[src/rtl/ai_ram_dma_loader.sv]
// DMA writer: drains a valid/ready sample stream into an AI RAM sector as one
// registered byte write per cycle, starting at a commanded base address.
module ai_ram_dma_loader #(
    parameter int ADDR_W = 14,
    parameter int LEN_W  = 15,
    parameter bit WIDE   = 1'b0
) (
    input  logic              clk,
    input  logic              rst,
    input  logic              start,
    input  logic [ADDR_W-1:0] base_addr,
    input  logic [LEN_W-1:0]  length,
    input  logic              abort,
    input  logic              s_valid,
    input  logic [15:0]       s_data,
    output logic              s_ready,
    output logic              q_write,
    output logic [ADDR_W-1:0] q_addr,
    output logic [7:0]        q_data,
    output logic              busy,
    output logic              done,
    output logic              err
);

    typedef enum logic [1:0] {
        ST_IDLE = 2'd0,
        ST_RUN  = 2'd1,
        ST_HI   = 2'd2,
        ST_DONE = 2'd3
    } state_t;

    // One extra bit so a full-sector transfer (2^ADDR_W bytes) is representable.
    localparam logic [LEN_W:0] MAX_LEN = {{LEN_W{1'b0}}, 1'b1} << ADDR_W;

    state_t              state_q, state_d;
    logic [ADDR_W-1:0]   ptr_q;
    logic [LEN_W-1:0]    rem_q;
    logic [LEN_W-1:0]    rem_dec;
    logic [7:0]          hi_q;
    logic                q_write_q;
    logic [ADDR_W-1:0]   q_addr_q;
    logic [7:0]          q_data_q;
    logic                err_q;

    logic                len_ok;
    logic                s_ready_c;
    logic                wr_lo;
    logic                wr_hi;
    logic                cmd_accept;
    logic                cmd_reject;

    assign rem_dec = rem_q - LEN_W'(1);
    assign len_ok  = (length != '0) && ({1'b0, length} <= MAX_LEN);

    always_ff @(posedge clk or negedge rst) begin
        if (!rst) begin
            state_q <= ST_IDLE;
        end else begin
            state_q <= state_d;
        end
    end

    always_comb begin
        state_d = state_q;
        case (state_q)
            ST_IDLE: begin
                if (start && !abort && len_ok) begin
                    state_d = ST_RUN;
                end
            end
            ST_RUN: begin
                if (abort) begin
                    state_d = ST_IDLE;
                end else if (s_valid) begin
                    if (rem_dec == '0) begin
                        state_d = ST_DONE;
                    end else begin
                        state_d = WIDE ? ST_HI : ST_RUN;
                    end
                end
            end
            ST_HI: begin
                if (abort) begin
                    state_d = ST_IDLE;
                end else begin
                    state_d = (rem_dec == '0) ? ST_DONE : ST_RUN;
                end
            end
            ST_DONE: state_d = ST_IDLE;
            default: state_d = ST_IDLE;
        endcase
    end

    // Abort suppresses both the handshake and the pending high-byte write.
    always_comb begin
        s_ready_c  = 1'b0;
        wr_lo      = 1'b0;
        wr_hi      = 1'b0;
        cmd_accept = 1'b0;
        cmd_reject = 1'b0;
        case (state_q)
            ST_IDLE: begin
                cmd_accept = start && !abort && len_ok;
                cmd_reject = start && !abort && !len_ok;
            end
            ST_RUN: begin
                s_ready_c = !abort;
                wr_lo     = s_valid && !abort;
            end
            ST_HI: begin
                wr_hi = !abort;
            end
            default: ;
        endcase
    end

    always_ff @(posedge clk or negedge rst) begin
        if (!rst) begin
            ptr_q     <= '0;
            rem_q     <= '0;
            hi_q      <= '0;
            q_write_q <= 1'b0;
            q_addr_q  <= '0;
            q_data_q  <= '0;
            err_q     <= 1'b0;
        end else begin
            q_write_q <= wr_lo || wr_hi;
            err_q     <= cmd_reject;
            if (cmd_accept) begin
                ptr_q <= base_addr;
                rem_q <= length;
            end
            if (wr_lo) begin
                q_addr_q <= ptr_q;
                q_data_q <= s_data[7:0];
                hi_q     <= s_data[15:8];
                ptr_q    <= ptr_q + ADDR_W'(1);
                rem_q    <= rem_dec;
            end
            if (wr_hi) begin
                q_addr_q <= ptr_q;
                q_data_q <= hi_q;
                ptr_q    <= ptr_q + ADDR_W'(1);
                rem_q    <= rem_dec;
            end
        end
    end

    assign s_ready = s_ready_c;
    assign q_write = q_write_q;
    assign q_addr  = q_addr_q;
    assign q_data  = q_data_q;
    assign busy    = (state_q != ST_IDLE);
    assign done    = (state_q == ST_DONE);
    assign err     = err_q;

endmodule

[config.mk]
export PLATFORM = sky130hd
export DESIGN_NAME = ai_ram_dma_loader
export DESIGN_NICKNAME = d
export VERILOG_FILES = /design/src/rtl/ai_ram_dma_loader.sv
export SDC_FILE = /design/constraint.sdc
export NUM_CORES = 1
export LEC_CHECK = 0
export CAP_MARGIN = 10
export CORE_MARGIN = 4
export CORE_UTILIZATION = 50
export DETAILED_ROUTE_END_ITERATION = 8
export PLACE_DENSITY = 0.92
export SLEW_MARGIN = 40
export SYNTH_ARGS = -nofsm -noshare
export SYNTH_HDL_FRONTEND = slang
export SYNTH_SLANG_ARGS = --single-unit
export TNS_END_PERCENT = 10
[constraint.sdc]
create_clock -name clk -period 2.3 [get_ports clk]
set_input_delay 0.345 -clock clk [delete_from_list [all_inputs] [get_ports clk]]
set_output_delay 0.345 -clock clk [all_outputs]
set_load 0.005 [all_outputs]
==> summary.txt <==
STA
  • Setup skew after layout: 3.23 ps
  • Final Slew Violations: 0
  • Final hold vios: 4
  • Setup-failing EPs final: 0
  • Slew @ Worst Pin: 483 ps
  • Max-slew headroom: 67.4%
  • Min Clock Period, post-route: 2210 ps
  • Period Utilization, post-route: 96.0%
  • Worst hold slack: -3.54 ps
  • Fmax: 453 MHz
  • Post-layout worst setup margin: 91.0 ps
  • Unrepaired setup endpoints after global routing: false

Critical path
  • Worst Path Arrival: 2440 ps
  • Req. time, crit path: 2530 ps
  • Crit Path Category: primary input to flop
  • Crit-path max cell delay: 440 ps
  • CP bufs+invs: 2
  • CP delay by family, top: simple AND/OR/NAND/NOR gates
  • Cells along the critical path: clkdlybuf4s50_1 -> nor4_1 -> nand4_1 -> xor2_1 -> nand3_1 -> buf_12 -> o221a_2
  • Worst path slowest cell: clkdlybuf4s50_1
  • Worst Setup End Kind: flop
  • CP Launch Type: primary input
  • Maximum fanout along the worst path: 25

Drt
  • 1st-pass router iterations: 5
  • Post-route DRC: 0
  • Via density: 5.82
  • Iteration-0 DRC Markers: 300
  • ANT nets after route: 0
  • DR WL/cell: 17.0 µm
  • WL final: 9.24 mm
  • Via count: 3174

Clock tree
  • Clk buf depth: 2
  • Clock root buffer: clkbuf_8
  • Reg clk slew, reported paths: 70 ps
  • TritonCTS clock tree: yes
  • Clock latency on the worst-skew pair: 340 ps
  • CTS sink count: 63
  • Total CTS buffers: 9
  • Total number of H-tree levels: 3

Yosys
  • Top_reg_cell synth: dfrtp_1
  • Post-synthesis instance area: 3330 µm²
  • Syn Inst Count: 356
  • Syn_area_per_cell: 9.35 µm²
  • Post-synth EDFFs: 0
  • Syn_nets: 413
  • Sequential-to-total area share from yosys stat: 47.4%
  • Post-synth cell types: 52
  • Seq cells post-synth: 63
  • Synth warn: 0
  • Fraction of registers with async set/reset: 100%

GRT
  • Gr usage total: 24.5%
  • Number of global-route vias before repair: 3187
  • First-pass GRT wire length: 15.2 mm
  • Met1 Resource Use GR: 33.0%
  • M2 GR Usage: 39.6%
  • Largest net degree at the start of global routing: 64
  • Gr busiest metal: met2
  • Total congestion overflow: 0
  • Antenna violations before repair: 0
  • GR Util met3: 4.84%

Final layout
  • Antenna Cells: 0
  • Most frequent cells in the layout: 75 x clkdlybuf4s50_1, 69 x nand2_1, 63 x dfrtp_1
  • Layout cells sized above 1: 17.1%
  • Layout Nets: 520
  • Post-route insts no fill: 545
  • Commonest non-fill, non-tap cell in the layout: clkdlybuf4s50_1
  • Layout area overhead: 39.4%
  • Post-route cell area: 4640 µm²

Die
  • Starting density of the core: 51.8%
  • Die W: 89.6 µm
  • Core ar.: 6420 µm²
  • Die Y: 89.6 µm
  • Num rows: 29
  • Die Area: 8030 µm²
  • # IOs: 77

Status
  • Failing checks: negative hold slack
  • Status: complete, but fails checks

Power and ir drop
  • Total power: 5.14 mW
  • Power Dens Cells: 1110 nW/µm²
  • Peak supply drop: 0.735 mV
  • Leakage power figure: 1.98 nW

Place
  • HPWL after DPL: 6.88 mm
  • Pre-CTS setup slack: -215 ps
  • Port buffer count: 76
  • Placed Instance Area: 4400 µm²
  • Routability cong.: 0.968
  • Placed Cells: 528

Hold path
  • HP Class: primary input to async pin

Run
  • Max-cap viol count: 0
[cell type report]
type,instances,area [µm²]
Timing Repair Buffer,113,1060
Multi-Input combinational cell,265,1650
Tap cell,77,96.3
Sequential cell,63,1580
Clock inverter,7,96.3
Clock buffer,9,124
Fill cell,447,1780
Inverter,11,41.3
[sequential cells by signal (all words and copies together), names as in the netlist]
register / cells
rem_q: 15
hi_q: 8
q_addr: 14
state_q: 2
q_data: 8
err: 1
q_write: 1
ptr_q: 14
[what timing repair did]
item,4_1_cts,5_1_grt
pin swaps,0,1
setup endpoints to repair,1,1
setup buffers,0,1
gates resized for setup,1,2
hold buffers,0,0
[metal layers]
layer,up-vias,share of wire [%]
li1,1493,-
met1,1515,42
met2,154,49
met3,12,7.8
met4,0,1.1
met5,-,0
[logic make-up (layout without fill, tap and decap cells)]
| kind of cell | after synthesis | after routing | synth area share [%] |
|---|---|---|---|
| AND/OR/NAND/NOR | 152 | 152 | 22.9 |
| buffers and inverters | 28 | 140 | 3.49 |
| adder cells (fa/ha/maj) | 7 | 7 | 2.63 |
| flip-flops | 63 | 63 | 47.4 |
| AO/OA/AOI/OAI | 78 | 78 | 15.0 |
| multiplexers | 23 | 23 | 7.29 |
| XOR/XNOR | 5 | 5 | 1.32 |
[cells in the mapped netlist, types with 4 or more instances]
library cell,count,area [µm²]
a211oi_1,4,30.0
nand2_1,69,259
ha_1,7,87.6
inv_1,11,41.3
nand4_1,9,56.3
nor2_1,21,78.8
o221a_2,5,56.3
clkbuf_1,6,22.5
dfrtp_1,63,1580
mux2_2,9,101
nand3_1,13,65.1
xor2_1,4,35.0
o21ai_0,23,115
buf_2,9,45.0
mux2i_1,13,130
a21oi_1,22,110
nor4_1,8,50.1
nor3_1,8,40.0
[report_power, final]
group          leakage (nW)  switching [mW]  internal [mW]
Combinational          1.13           0.882           1.10
Sequential            0.735           0.480           1.61
Clock                 0.114           0.454          0.613
[per-stage QoR]
stage / TNS (ps) / utilization (%)
2_1_floorplan: 0 / -
3_3_place_gp: -2990 / 68.5
3_5_place_dp: -4630 / 68.5
4_1_cts: 0 / 72.0
5_1_grt: 0 / 72.3
6_report: 0 / 72.3
[worst paths after layout]
check	startpoint	to	slack, ps	depth (start not counted)
max	length[8]	rem_q[5]	90	7
min	rst	rem_q[7]	-4	2
max reg2reg	rem_q[8]	state_q[1]	150	7
min reg2reg	q_addr[9]	q_addr[9]	470	2
max in group asynchronous	rst	ptr_q[0]	2020	2
min in group clk	q_addr[9]	q_addr[9]	470	2
[worst register-to-register path: stages, from the launching register on]
cell	delay (ps)
dfrtp_1	490
nor4_4	440
nand2_2	130
nor4_2	220
a41oi_1	90
a2111oi_2	440
buf_4	170
mux2_1	110
Power figures use the tool's default switching activity.
